## config.mk

```make
export PLATFORM = sky130hd
export DESIGN_NAME = cdc_bus_tx_arbiter
export DESIGN_NICKNAME = d
export VERILOG_FILES = /design/src/rtl/cdc_bus_tx_arbiter.sv
export SDC_FILE = /design/constraint.sdc
export NUM_CORES = 1
export LEC_CHECK = 0
export CAP_MARGIN = 0
export CORE_MARGIN = 5
export CORE_UTILIZATION = 37
export DETAILED_ROUTE_END_ITERATION = 6
export PLACE_DENSITY_LB_ADDON = 0.15
export SETUP_SLACK_MARGIN = 0.15
export SLEW_MARGIN = 20
export SYNTH_ARGS = -nofsm -noshare
export SYNTH_HDL_FRONTEND = slang
export SYNTH_SLANG_ARGS = --single-unit
```

## constraint.sdc

```tcl
create_clock -name clk -period 3.3 [get_ports clk]
set_input_delay 0.495 -clock clk [delete_from_list [all_inputs] [get_ports clk]]
set_output_delay 0.495 -clock clk [all_outputs]
set_load 0.05 [all_outputs]
```

## src/rtl/cdc_bus_tx_arbiter.sv

```systemverilog
// Source-domain side of a multi-bit CDC bus: round-robin arbitration of N requesters onto one
// held data word, handed to the destination with a toggle req/ack handshake.
module cdc_bus_tx_arbiter #(
  parameter int pNUM_REQ    = 4,
  parameter int pDATA_WIDTH = 5,
  parameter int pSTAGES     = 2
) (
  input  logic                            clk,
  input  logic                            rst,
  input  logic [pNUM_REQ-1:0]             req,
  input  logic [pNUM_REQ*pDATA_WIDTH-1:0] data_in,
  output logic [pNUM_REQ-1:0]             done,
  output logic                            busy,
  output logic [$clog2(pNUM_REQ)-1:0]     bus_owner,
  output logic [pDATA_WIDTH-1:0]          bus_data,
  output logic                            bus_req_tgl,
  input  logic                            bus_ack_tgl,
  output logic                            proto_err
);

  localparam int OW = $clog2(pNUM_REQ);

  // Handshake: a transfer is outstanding while bus_req_tgl != ack_s. bus_data is held
  // from the grant edge until the destination returns the matching ack toggle.
  typedef enum logic [1:0] {
    IDLE = 2'd0,
    HOLD = 2'd1,
    WAIT = 2'd2,
    DONE = 2'd3
  } state_t;

  state_t            state;
  state_t            state_nxt;
  logic [pSTAGES-1:0] ack_sync;
  logic              ack_s;
  logic              ack_s_q;
  logic              acked;
  logic              any_req;
  logic [OW-1:0]     rr_ptr;
  logic [OW-1:0]     winner;
  logic [OW-1:0]     owner_next;
  logic [OW:0]       scan_idx;

  assign ack_s   = ack_sync[pSTAGES-1];
  assign acked   = (ack_s == bus_req_tgl);
  assign any_req = |req;
  assign owner_next = (bus_owner == OW'(pNUM_REQ - 1)) ? '0 : bus_owner + OW'(1);

  // Scan from the farthest slot back to rr_ptr so the nearest set bit wins last.
  always_comb begin
    winner   = '0;
    scan_idx = '0;
    for (int k = pNUM_REQ - 1; k >= 0; k--) begin
      scan_idx = {1'b0, rr_ptr} + (OW+1)'(k);
      if (scan_idx >= (OW+1)'(pNUM_REQ)) begin
        scan_idx = scan_idx - (OW+1)'(pNUM_REQ);
      end
      if (req[scan_idx[OW-1:0]]) begin
        winner = scan_idx[OW-1:0];
      end
    end
  end

  always_ff @(posedge clk) begin
    if (rst) begin
      state <= IDLE;
    end else begin
      state <= state_nxt;
    end
  end

  always_comb begin
    state_nxt = state;
    case (state)
      IDLE:    if (any_req) state_nxt = HOLD;
      HOLD:    state_nxt = WAIT;
      WAIT:    if (acked) state_nxt = DONE;
      DONE:    state_nxt = IDLE;
      default: state_nxt = IDLE;
    endcase
  end

  always_ff @(posedge clk) begin
    if (rst) begin
      ack_sync    <= '0;
      ack_s_q     <= 1'b0;
      done        <= '0;
      busy        <= 1'b0;
      bus_owner   <= '0;
      bus_data    <= '0;
      bus_req_tgl <= 1'b0;
      proto_err   <= 1'b0;
      rr_ptr      <= '0;
    end else begin
      ack_sync <= {ack_sync[pSTAGES-2:0], bus_ack_tgl};
      ack_s_q  <= ack_s;
      done     <= '0;
      // An ack edge before our toggle has gone out cannot belong to any transfer.
      if ((state == IDLE || state == HOLD) && (ack_s != ack_s_q)) begin
        proto_err <= 1'b1;
      end
      case (state)
        IDLE: begin
          if (any_req) begin
            bus_data  <= data_in[int'(winner)*pDATA_WIDTH +: pDATA_WIDTH];
            bus_owner <= winner;
            busy      <= 1'b1;
          end
        end
        HOLD: bus_req_tgl <= ~bus_req_tgl;
        WAIT: begin
          if (acked) begin
            done[bus_owner] <= 1'b1;
            rr_ptr          <= owner_next;
          end
        end
        DONE:    busy <= 1'b0;
        default: ;
      endcase
    end
  end

endmodule

```

# Word-level counts from Yosys, hierarchy flattened

Cells that the tools add are included.

Reduce and logical (&&, ||, !) cells: 11
Equality and inequality tests: 8
Bitwise logic cells: 3
Muxes and demuxes: 24
Shift operators: 1
Div/mod/pow operators: 0
Order comparisons: 10
Add/sub/neg operators: 8
Multipliers: 1

Operators with widths:

| kind                | count |
|---|---|
| $mux 2              | 11 |
| $shiftx 20x6->5     | 1 |
| $lt 2x3->1 const B  | 5 |
| $ge 3x3->1 const B  | 3 |
| $bmux 1 s2          | 4 |
| $pmux 2 s4          | 1 |
| $reduce_and 2->1    | 4 |
| $sub 2x1->2 const B | 4 |
| $add 2x2->3 const B | 2 |
| $eq 2x2->1 const B  | 3 |
| $mux 1              | 6 |
| $mul 2x3->5 const B | 1 |
| $ne 2x2->1 const B  | 2 |
| $reduce_or 4->1     | 1 |
| $add 2x1->3 const B | 1 |
| $ge 2x3->1 const B  | 1 |
| $not 1->1           | 3 |
| $reduce_or 3->1     | 1 |
| $add 2x1->2 const B | 1 |
| $demux 1 s2         | 1 |
| $eq 2x1->1 const B  | 1 |
| $ge 2x1->1 const B  | 1 |
| $logic_and 1x1->1   | 2 |
| $logic_not 2->1     | 1 |
| other kinds (5)     | 5 |

Output and inout port bits: 14
ROM bits: 0
Memories: 0
Bits in writable memories: 0
Flip-flop bits (word level): 21
Bits in latches: 0

# Longest topological paths before layout

Gate-level depths: netlist of run 1.

Word-level depth: 11
Mapped depth: 7
Mapped depth without buffers: 7

# Worst setup path before layout of run 1

Ideal clock, no wire load.

Path type: input to register
Start point: input req[1]
End point: register bus_data[0]
Path buffers: 1
Data required time: 3167 ps
Arrival: 1326 ps
Slack: 1841 ps
Stages: 6
Cells stage by stage: nor4_2 nand2b_1 buf_6 nor2_2 nand2_2 o221ai_1

Cells in the longest elaborated chain, start to end: 8
Elaborated cells between the ends (all ways): 16

RTL lines:

| item                         | RTL line | source |
|---|---|---|
| start: declaration           | 10       | `input logic [pNUM_REQ-1:0] req,` |
| $bmux 1 s2                   | 58       | `if (req[scan_idx[OW-1:0]]) begin` |
| $mux 1 (implied by the code) | 58       |  |
| $mux 2 (4 in series)         | 58       |  |
| $mul 2x3->5                  | 105      | `bus_data <= data_in[int'(winner)*pDATA_WIDTH +: pDATA_WIDTH];` |
| $shiftx 20x6->5              | 105      |  |
| end signal: assignment       | 105      |  |
| end: declaration             | 15       | `output logic [pDATA_WIDTH-1:0] bus_data,` |

Several ways; a longest one is shown, not always the timed one. The select of a mux whose other input is x is not followed.
A chain may end at the register's enable or synchronous reset.

# Worst setup path in the final report of run 1

Start point: register bus_owner[0]
End point: output bus_owner[0]

RTL lines:

| item                     | RTL line | source |
|---|---|---|
| start: declaration       | 14       | `output logic [$clog2(pNUM_REQ)-1:0] bus_owner,` |
| start signal: assignment | 106      | `bus_owner <= winner;` |

No word-level cell between the ends.

==> impl_metrics.ini, run 1 <==
[outcome]
status = finished, final reports clean

[setup_path]
crit_path_cell_trace = clkdlybuf4s50_1
path_buf_inv = 1
cpLargestDelayFamily = buffers and inverters
crit_path_end_kind = output pin
cp_slowest_cell = clkdlybuf4s50_1
cp_data_arrival_time_ns = 1.60
critPathMaxStageDelay_ns = 0.85
required_ns = 2.80
worst-path-max-fanout = 6
critPathKind = reg -> out
startpoint_type = register

[floorplan]
die_x_um = 63.93
row_count = 19
die_h_um = 63.93
die_area_um2 = 4086
coreArea_um2 = 2781
io_pins = 41
initial_core_util = 0.3869

[logic_synthesis]
synth_edf_count = 0
synth-seq-cells = 21
synthFlopType = dfxtp_1
async_reset_ff_frac = 0
syn_nets = 147
synthDistinctLibCells = 29
synth.area.top_cells = dfxtp_1, mux2i_1, ha_1, nor2_1, o221ai_1
ys.warnings.count = 0
syn_area_um2 = 1076
synth.largest_area_cell = dfxtp_1
synth_top_area_share = 0.3907
syn_area_per_cell_um2 = 9.607
seq_area_frac_synth = 0.3907
syn_inst = 112

[placement]
io_buffers = 40
gp_congestion = 0.7661
dp_hpwl_um = 1867
dpl_cell_area_um2 = 1484

[job]
drv_cap = 0

[clocking]
clk_root_buffer_cell = clkbuf_4
clock_sinks = 21
tritoncts = yes
numCtsBuffers = 3
htreeDepth = 1
cts_buffer_depth = 2
clkLatencyLatePin_ns = 0.31
cts_resized = 0
post_cts_buffers = 0
ctsHoldBuffers = 0
clk_pin_slew_ns = 0.12

[global_routing]
antenna_found_initial = 0
grt_overflow = 0
grt_pass1_vias = 933
grt_max_degree = 20
grt_pass1_wl_um = 3926
track_usage = 0.1168

[sta]
hold_violations = 0
slew_headroom = 0.5081
finalMaxSlewViolations = 0
fmax_ghz = 0.4763
tns_ns = 0
fin_skew_ns = 0.006722
min_period_ns = 2.099
setup_viol = 0
rsz0062_at_grt = false
timing.hold.ws_ns = 0.4617
fin_crit_sh = 0.6362
worst_pin_slew_ns = 0.7379

[drt]
antenna_left = 0
dr.pass1.iters = 4
via_count = 899
routed_wl_um = 2305
wl_per_cell_um = 12.60
drcViolationCount = 0
viasPerCell = 4.913
drt-initial-drc-count = 22

[layout]
final_cell_area_um2 = 1514
area_delta_synth_final_pct = 40.70
num-nets-final = 188
diodes = 0
drive_gt1_frac = 0.07895

[power_and_ir_drop]
p_leak_uw = 0.0005902
power_density_nw_per_um2 = 654.1
peakVddDrop_uv = 455.4

[hold_path]
hold_class = reg -> reg
## cell type report
class / instances / area (µm²)
clock buffers: 3 / 22.52
clock inverters: 1 / 7.507
fillers: 257 / 1267
inverters: 9 / 33.78
multi-input cells: 78 / 590.6
flip-flops and latches: 21 / 420.4
well taps: 31 / 38.79
repair buffers: 40 / 400.4
## cells in the mapped netlist, types with 3 or more instances
library cell,number
a21oi_1,6
and2_1,4
dfxtp_1,21
ha_1,8
inv_1,8
mux2i_1,13
nand2_1,3
nand2b_1,3
nand3b_1,5
nor2_1,12
nor2b_1,3
o221ai_1,5
## per-layer routing
metal	up-vias	GRT usage	share of wire
met3	2	0.04553	0.071
met4	0	0.02338	0.0082
met5	-	0	0
li1	463	-	-
met1	402	0.1401	0.43
met2	32	0.1972	0.49
## power breakdown
part	switching (µW)	internal, µW	total [µW]
Combinational	306	200	507
Sequential	45.6	312	358
Clock	80.1	46.2	126
Total	432	558	990
## final timing paths
kind | startpoint | to | slack [ns] | cells after the start
max | bus_owner[0]$_SDFFE_PP0P_ | bus_owner[0] | 1.20 | 1
min | proto_err$_SDFFE_PP0P_ | proto_err$_SDFFE_PP0P_ | 0.46 | 2
max reg2reg | rr_ptr[1]$_SDFFE_PP0P_ | bus_data[0]$_SDFFE_PP0P_ | 1.60 | 5
min reg2reg | proto_err$_SDFFE_PP0P_ | proto_err$_SDFFE_PP0P_ | 0.46 | 2
## flip-flops by register name, indices dropped and copies added (netlist names)
| name | flops |
|---|---|
| ack_s_q | 1 |
| ack_sync | 2 |
| bus_data | 5 |
| bus_owner | 2 |
| bus_req_tgl | 1 |
| busy | 1 |
| done | 4 |
| proto_err | 1 |
| rr_ptr | 2 |
| state | 2 |
## kinds of logic after synthesis
group,Yosys count,share of synthesized area
xor gates and xnor gates,3,0.02442
AOI/OAI and AO/OA,18,0.1244
muxes,13,0.1209
buffers and inverters,13,0.06045
and+or+nand+nor,36,0.1861
DFF,21,0.3907
adders and majority gates,8,0.09303
## stage by stage
stage | util | worst slack, ns | std cells | total power (µW)
after floorplan | - | 1.841 | 112 | 728.7
after global placement | 0.5335 | 0.9242 | 179 | 864.7
after detailed placement | 0.5335 | 0.9207 | 179 | 872.2
after CTS | 0.5443 | 1.178 | 183 | 1002
after global routing | 0.5443 | 1.076 | 183 | 1059
final | 0.5443 | 1.201 | 183 | 990.3
## layout by cell type, fill, tap and decap left out, types with 2 or more instances in the layout
cell type and n:
a21oi_1 6, nor2b_1 3, and2_1 4, nor3_1 2, a21oi_2 2, clkdlybuf4s50_1 40
xnor2_1 2, nand2b_1 3, ha_1 8, nand3b_1 5, inv_1 8, nor2_1 12
clkbuf_4 3, mux2i_1 13, o221ai_1 5, nand2_1 3, dfxtp_1 21
No activity file was read; power rests on OpenSTA's default activity.
==> run 2: changes to the inputs <==
==> constraint.sdc (replaced) <==
create_clock -name clk -period 1.8 [get_ports clk]
set_input_delay 0.27 -clock clk [delete_from_list [all_inputs] [get_ports clk]]
set_output_delay 0.27 -clock clk [all_outputs]
set_load 0.05 [all_outputs]
==> run 2 against run 1 <==
  * Design area up 3.1%
  * Wire length up 8.8%
  * Critical path depth up 6
  * Worst hold slack worse by 0.012 ns
  * Combinational power up 89%
  * Power up 86%
  * Critical path type is now in -> reg
  * Flip-flop and latch count unchanged
  * Critical endpoint is now bus_data[2]$_SDFFE_PP0P_
  * Global-route usage up 1.1 points
  * Clock-buffer cell count up 1
  * Clock power up 83%
==> impl_metrics.ini, run 2 (synthesized netlist as in run 1, its figures left out) <==
[sta]
min_period_ns = 1.552
setup_viol = 0
finalMaxSlewViolations = 0
fmax_ghz = 0.6442
fin_skew_ns = 0.003688
hold_violations = 0
slew_headroom = 0.6647
rsz0062_at_grt = true
fin_crit_sh = 0.8624
worst_pin_slew_ns = 0.5049

[floorplan]
die_x_um = 63.93
die_area_um2 = 4086
io_pins = 41
initial_core_util = 0.3869
die_h_um = 63.93
coreArea_um2 = 2781
row_count = 19

[clocking]
clk_pin_slew_ns = 0.11
clkLatencyLatePin_ns = 0.31
clock_sinks = 21
clk_root_buffer_cell = clkbuf_4
tritoncts = yes
cts_buffer_depth = 2
post_cts_buffers = 0
numCtsBuffers = 3
htreeDepth = 1

[layout]
num-nets-final = 195
fin_cells = 190
area_delta_synth_final_pct = 45.12
fillers = 262
final_cell_area_um2 = 1562
diodes = 0
largestRegisters = bus_data: 5 flops, done: 4 flops
drive_gt1_frac = 0.1384
regMostFlops = bus_data
layout_commonest_cell = clkdlybuf4s50_1
final_cell_mix = clkdlybuf4s50_1, dfxtp_1, mux2i_1, nor2_1
largest_register_ffs = 5

[global_routing]
grt_overflow = 0
grt_pass1_wl_um = 4209
track_usage = 0.1278
antenna_found_initial = 0
grt_max_degree = 12
grt_pass1_vias = 968

[setup_path]
cp_slowest_cell = clkdlybuf4s50_1
required_ns = 1.99
critPathMaxStageDelay_ns = 0.51
cpLargestDelayFamily = buffers and inverters
crit_path_end_kind = register
cp_data_arrival_time_ns = 1.74
crit_top_cell = a21oi_2
critPathKind = in -> reg
path_buf_inv = 2
worst-path-max-fanout = 11
crit_path_cell_trace = clkdlybuf4s50_1 > a21oi_2 > o21ai_1 > a21oi_2 > buf_12 > mux2i_1 > o221ai_1
startpoint_type = primary input

[power_and_ir_drop]
p_leak_uw = 0.0006784
peakVddDrop_uv = 949.8
power_uw = 1842
power_density_nw_per_um2 = 1180

[hold_path]
hold_class = reg -> reg

[drt]
routed_wl_um = 2507
viasPerCell = 4.884
wl_met3_um = 165
antenna_left = 0
wl_per_cell_um = 13.19
wl_met2_um = 1219
drcViolationCount = 0
dr.pass1.iters = 4
top_layer_used = met4
drt-initial-drc-count = 21
met1_length_um = 1093
via_count = 928

[placement]
dp.cells = 186
io_buffers = 40
dpl_cell_area_um2 = 1539
dp_hpwl_um = 2021
gp_congestion = 0.7363

[outcome]
status = finished, final reports clean

[job]
drv_cap = 0
==> run 2: layer usage <==
metal	global-route usage	vias to the layer above
li1	-	475
met1	0.1451	419
met2	0.2198	30
met3	0.04904	4
met4	0.03896	0
met5	0	-
==> run 2: path summary, 6_finish.rpt <==
| kind | startpoint | end | slack (ns) | cells after the start |
|---|---|---|---|---|
| max | req[0] | bus_data[2]$_SDFFE_PP0P_ | 0.25 | 7 |
| min | ack_sync[0]$_SDFF_PP0_ | ack_sync[1]$_SDFF_PP0_ | 0.45 | 1 |
| max reg2reg | rr_ptr[0]$_SDFFE_PP0P_ | bus_data[2]$_SDFFE_PP0P_ | 0.37 | 5 |
| min reg2reg | ack_sync[0]$_SDFF_PP0_ | ack_sync[1]$_SDFF_PP0_ | 0.45 | 1 |
==> run 2: stage by stage <==
stage / hold slack, ns / worst slack [ns] / utilization / setup TNS, ns
2_1_floorplan: 0.3982 / 0.3870 / - / 0
3_3_place_gp: 0.4177 / -0.02641 / 0.5533 / -0.06318
3_5_place_dp: 0.4305 / -0.05767 / 0.5533 / -0.2527
4_1_cts: 0.4576 / 0.2886 / 0.5583 / 0
5_1_grt: 0.4690 / 0.1477 / 0.5614 / 0
6_report: 0.4497 / 0.2476 / 0.5614 / 0
==> run 2: what timing repair did <==
item,CTS,global route
hold buffers,0,0
pin swaps,0,0
hold endpoints to repair,0,0
cloned,0,0
resized for setup,10,1
setup endpoints to repair,10,1
==> run 2: power breakdown <==
group          switching [µW]  total, µW  internal [µW]
sequential               81.1        653            572
combinational             585        959            375
clock                     143        230           86.6
total                     809       1840           1030
==> run 2: area by class of cell <==
| class | instances | area [µm²] | area share |
|---|---|---|---|
| Multi-Input combinational cell | 78 | 599.3 | 0.3838 |
| Inverter | 9 | 33.78 | 0.02163 |
| Timing Repair Buffer | 47 | 442.9 | 0.2837 |
| Clock buffer | 4 | 26.28 | 0.01683 |
| Tap cell | 31 | 38.79 | 0.02484 |
| Sequential cell | 21 | 420.4 | 0.2692 |
==> run 2: worst reg2reg max path: stages, from the launching register on <==
cell and delay (ns):
dfxtp_1 0.37, inv_1 0.06, a22o_1 0.22, a221oi_2 0.30
nand2b_2 0.24, o221ai_1 0.12
